$ cat config.mk
export PLATFORM = sky130hd
export DESIGN_NAME = updown_mod_counter
export DESIGN_NICKNAME = d
export VERILOG_FILES = /design/src/rtl/updown_mod_counter.sv
export SDC_FILE = /design/constraint.sdc
export NUM_CORES = 1
export LEC_CHECK = 0
export ABC_AREA = 1
export CAP_MARGIN = 20
export CORE_UTILIZATION = 35
export CTS_CLUSTER_DIAMETER = 30
export CTS_CLUSTER_SIZE = 28
export DETAILED_ROUTE_END_ITERATION = 10
export GPL_ROUTABILITY_DRIVEN = 0
export PLACE_DENSITY_LB_ADDON = 0.3
export SETUP_SLACK_MARGIN = 0.15
export SKIP_LAST_GASP = 1
export SLEW_MARGIN = 25
export SYNTH_ARGS = -nofsm -noshare
export SYNTH_HDL_FRONTEND = slang
export SYNTH_SLANG_ARGS = --single-unit
export TNS_END_PERCENT = 30
$ cat constraint.sdc
create_clock -name clk -period 3.7 [get_ports clk]
set_input_delay 0.925 -clock clk [delete_from_list [all_inputs] [get_ports clk]]
set_output_delay 0.925 -clock clk [all_outputs]
set_load 0.05 [all_outputs]
$ cat src/rtl/updown_mod_counter.sv
// Synchronous up/down counter with programmable modulus, clamped variable step,
// parallel load, and wrap or saturate behaviour at the 0/MOD_MAX boundaries.
module updown_mod_counter #(
  parameter int unsigned WIDTH    = 8,
  parameter int unsigned MOD_MAX  = (1 << WIDTH) - 1,
  parameter bit          SATURATE = 1'b0,
  parameter int unsigned RST_VAL  = 0
) (
  input  logic             clk,
  input  logic             rst,
  input  logic             en,
  input  logic             up,
  input  logic [WIDTH-1:0] step,
  input  logic             load,
  input  logic [WIDTH-1:0] load_val,
  output logic [WIDTH-1:0] count,
  output logic             tc,
  output logic             at_max,
  output logic             at_min
);

  localparam int unsigned EW = WIDTH + 1;
  localparam logic [EW-1:0]    MAX_EXT = EW'(MOD_MAX);
  localparam logic [EW-1:0]    MODULUS = MAX_EXT + EW'(1);
  localparam logic [WIDTH-1:0] MAX_CNT = WIDTH'(MOD_MAX);
  localparam logic [WIDTH-1:0] RST_CNT = WIDTH'(RST_VAL);

  logic [WIDTH-1:0] count_q, count_d;
  logic             tc_q, tc_d;

  logic [EW-1:0] cnt_ext;
  logic [EW-1:0] step_ext;
  logic [EW-1:0] step_eff;
  logic [EW-1:0] load_ext;
  logic [EW-1:0] load_eff;
  logic [EW-1:0] sum_up;
  logic [EW-1:0] wrap_up;
  logic [EW-1:0] diff_dn;
  logic [EW-1:0] wrap_dn;
  logic          over_up;
  logic          under_dn;
  logic [EW-1:0] next_ext;

  // One extra bit of headroom keeps count+step and count+M-step exact.
  always_comb begin
    cnt_ext  = {1'b0, count_q};
    step_ext = {1'b0, step};
    load_ext = {1'b0, load_val};
    step_eff = (step_ext > MAX_EXT) ? MAX_EXT : step_ext;
    load_eff = (load_ext > MAX_EXT) ? MAX_EXT : load_ext;
    sum_up   = cnt_ext + step_eff;
    wrap_up  = sum_up - MODULUS;
    diff_dn  = cnt_ext - step_eff;
    wrap_dn  = cnt_ext + MODULUS - step_eff;
    over_up  = (sum_up > MAX_EXT);
    under_dn = (step_eff > cnt_ext);
  end

  always_comb begin
    next_ext = cnt_ext;
    tc_d     = 1'b0;
    if (load) begin
      next_ext = load_eff;
    end else if (en && (step_eff != '0)) begin
      if (up) begin
        if (over_up) begin
          next_ext = SATURATE ? MAX_EXT : wrap_up;
          tc_d     = 1'b1;
        end else begin
          next_ext = sum_up;
        end
      end else begin
        if (under_dn) begin
          next_ext = SATURATE ? '0 : wrap_dn;
          tc_d     = 1'b1;
        end else begin
          next_ext = diff_dn;
        end
      end
    end
    count_d = next_ext[WIDTH-1:0];
  end

  always_ff @(posedge clk) begin
    if (rst) begin
      count_q <= RST_CNT;
      tc_q    <= 1'b0;
    end else begin
      count_q <= count_d;
      tc_q    <= tc_d;
    end
  end

  assign count  = count_q;
  assign tc     = tc_q;
  assign at_max = (count_q == MAX_CNT);
  assign at_min = (count_q == '0);

endmodule

* Word level (Yosys, flattened, before mapping) *
Index checks and enable logic that the tools add are counted.
W data, S select, Z words.

storage, ports and cells
  input bits = 21
  flip-flop bits (word level) = 9
  word-level logic and storage cells = 24
  output and inout port bits = 11

cells by class
  reduce and logical (&&, ||, !) cells = 5
  equality and inequality tests = 1
  add/sub/neg operators = 5
  order comparisons = 2
  bitwise operators = 1
  mux-type cells = 8

operators by type and width
  operator               count
  $mux W8                5
  $sub A8 B8 Y8          2
  $add A8 B8 Y9          1
  $gt A9 B8 Y1 const B   1
  $reduce_bool A9 Y1     1
  $add A8 B1 Y8 const B  1
  $eq A8 B8 Y1 const B   1
  $gt A8 B8 Y1           1
  $logic_not A8 Y1       1
  $sub A8 B1 Y8 const B  1
  $mux W1                3
  $reduce_or A3 Y1       1
  $reduce_bool A2 Y1     1
  $logic_and A1 B1 Y1    1
  $not A1 Y1             1

* Depth between registers and ports, before layout *
  depth after elaboration = 6
  mapped depth = 12
  mapped depth without buffers = 12

* Worst setup path after synthesis *
No wires, ideal clock.

  path kind = reg2out
  from = reg count_q[1], in the netlist count[1]
  to = out at_min
  arrival time = 2261 ps
  cell stages (with the launch flop) = 4
  data required time = 2775 ps
  setup slack = 514 ps
  buffers on the path = 0
  path through = dfxtp_1 > inv_1 > nand3_1 > nor4_1

between the ends
  word-level cells in the longest chain between the ends = 1

ends and longest elaborated chain
  what                    RTL line  source
  from (decl)             28        logic [WIDTH-1:0] count_q, count_d;
  from (signal assigned)  89        count_q <= count_d;
  $logic_not A8 Y1        97        assign at_min = (count_q == '0);
  to (decl)               19        output logic at_min

Every way passes these cells.

* Final worst setup path *
Same ends and word-level chain as after synthesis.

==> results.json <==
{
  "min_path_cells": 2,
  "drv_cap": 0,
  "h-tree-depth": 1,
  "critical_path_class": "reg -> out",
  "rows": 21,
  "grt_pass1_wl_um": 5710,
  "final_antenna_net_count": 0,
  "clockBufferDepth": 2,
  "synth_top_area_frac": 0.172,
  "setup_viol": 0,
  "crit_arrival_ns": 2.00,
  "fillers": 380,
  "clk_pin_slew_worst_paths_ns": 0.05,
  "cts_root_buf": "clkbuf_8",
  "period_share": 0.790,
  "p_leak_nw": 0.801,
  "slew_headroom": 0.640,
  "cp_cell_sequence": "inv_1, nand3_1, nor4_1, clkdlybuf4s50_1",
  "first_pass_iters": 4,
  "drt-wirelength-per-cell_um": 12.4,
  "max_stage_delay_ns": 0.86,
  "final_layout_size_suffix_gt1_frac": 0.116,
  "die_height_um": 63.2,
  "cp_slowest_cell": "clkdlybuf4s50_1",
  "timing.rr.end": "count[6]",
  "cts.sinks": 9,
  "vias": 1373,
  "min_delay_worst_endpoint": "count[0]",
  "r2r_slack_ns": 1.80,
  "end_kind": "output port",
  "tns_ns": 0,
  "drt_iter0_drc": 46,
  "viasPerCell": 4.92,
  "final-hold-violation-count": 0,
  "ys_seq_area_frac": 0.138,
  "cts_made_buffers": 3,
  "hp-class": "reg -> reg",
  "grt_overflow_total": 0,
  "antenna_cells": 0,
  "critPathRequiredTime_ns": 2.77,
  "worst_pin_slew_ns": 0.535,
  "run_status": "completed",
  "track_usage": 0.183,
  "cts_resized": 0,
  "reg2reg_depth": 11,
  "synth_nets": 241,
  "grt_pass1_vias": 1242,
  "io_pins": 32,
  "ys_ff_latch": 9,
  "finalWirelength_um": 3460,
  "ir_worst_vdd_mv": 0.170,
  "fin_skew_ns": 0.00481,
  "core_um2": 3470,
  "postCtsHoldBufs": 0,
  "synthTopCellsByArea": "nand2_1 17%, ha_1 15%, dfxtp_1 14%",
  "cp_max_fo": 6,
  "synth.cell_area_um2": 1310,
  "mostFrequentLayoutCells": "60 x nand2_1, 31 x clkdlybuf4s50_1, 25 x inv_1",
  "clock_latency_ns": 0.24,
  "p_total_uw": 484,
  "regArea_um2": 180,
  "rsz0062_at_grt": "false",
  "post-cts-setup-buffers": 0,
  "clock.fmax_mhz": 342,
  "hpwl_um": 2830,
  "grt_max_degree": 14,
  "final_nets": 273,
  "rr_startpoint": "count[0]",
  "avgSynthCellArea_um2": 6.48,
  "multi_input_area_um2": 961,
  "port_buffers": 31,
  "synth_top_area_cell": "nand2_1",
  "post-route-min-period_ns": 2.92,
  "drv_slew": 0,
  "die_x_um": 63.2,
  "areaGrowthSynthToFinish_pct": 28.7,
  "startpoint_type": "flop",
  "syn_inst": 202,
  "dieArea_um2": 3990,
  "powerDensity_nw_per_um2": 287,
  "netlist-cell-type-count": 32,
  "antenna_found_initial": 0,
  "min-delay-start": "count[0]",
  "final_common_cell": "nand2_1",
  "yosys_warnings": 0,
  "initial_core_util": 0.377,
  "cts_tree": "done",
  "drc": 0
}
[stage by stage]
stage	instance area, um2	hold slack (ns)	utilization	worst slack [ns]	std cells
finish	1680	0.541	0.486	0.775	279
global route	1680	0.590	0.486	0.665	279
CTS	1680	0.549	0.486	0.753	279
detailed placement	1640	0.540	0.472	0.825	275
global placement	1640	0.541	0.472	0.859	275
floorplan	1310	0.749	-	0.514	202
[how the worst max path moves through the flow]
stage          slack [ns]  endpoint      from  cells after the start
2_1_floorplan        0.51    at_min  count[1]                      3
3_3_place_gp         0.86  count[6]   step[0]                     11
3_5_place_dp         0.82  count[6]   step[3]                     12
4_1_cts              0.75    at_min  count[1]                      4
5_1_grt              0.67    at_min  count[1]                      4
6_report             0.78    at_min  count[1]                      4
[sequential cells by signal, summed over array words and instances (netlist names)]
name	count
tc	1
count	8
[critical path, delay by kind of cell (launching register included)]
family	cells	cell delay [ns]
simple gates	2	0.36
flops	1	0.37
buf+inv	2	1.03
[cells by family (layout without fill, tap and decap cells)]
family          count (synthesis)  count (layout)  synth area share
buf+inv                        37              68             0.128
xor+xnor                        1               1           0.00669
simple gates                  101             101             0.353
flops                           9               9             0.138
fa+ha+maj                      18              18             0.184
compound gates                 36              36             0.191
[synthesized netlist by cell type]
library cell   n
o21ai_1       10
nor4_1         1
o21a_1         2
a21oi_4        1
nand2_1       60
nor2_1         9
o21ai_4        1
inv_2          7
nand4_2        1
nand3_2        2
ha_1          16
a21oi_1        9
o21ai_0        1
nor2_4         1
buf_2          1
o211ai_1       1
a21boi_1       2
nand3b_1       1
nor3_1         1
dfxtp_1        9
o21bai_1       1
nand3_1       17
inv_1         25
xor2_1         1
buf_6          3
clkinv_4       1
fa_1           2
a21oi_2        5
o21bai_2       1
nand4_1        7
o21ai_2        2
nand2_4        1
[final cells by class]
cell class / instances / share of cell area
Clock buffer: 3 / 0.0245
Inverter: 33 / 0.0765
Timing Repair Buffer: 31 / 0.184
Multi-Input combinational cell: 156 / 0.571
Sequential cell: 9 / 0.107
Tap cell: 46 / 0.0342
Clock inverter: 1 / 0.00297
[where the power goes]
group / internal, mW / total (mW) / switching, mW
clock: 0.0739 / 0.119 / 0.0451
combinational: 0.0938 / 0.246 / 0.152
sequential: 0.105 / 0.119 / 0.0131
total: 0.273 / 0.484 / 0.211
[metal layers]
metal / up-vias / part of all wire / global-route usage
met3: 4 / 0.042 / 0.0181
li1: 722 / - / -
met1: 612 / 0.49 / 0.249
met4: 0 / 0.0098 / 0.0610
met5: - / 0 / 0
met2: 35 / 0.46 / 0.300
Power figures use the tool's default switching activity.
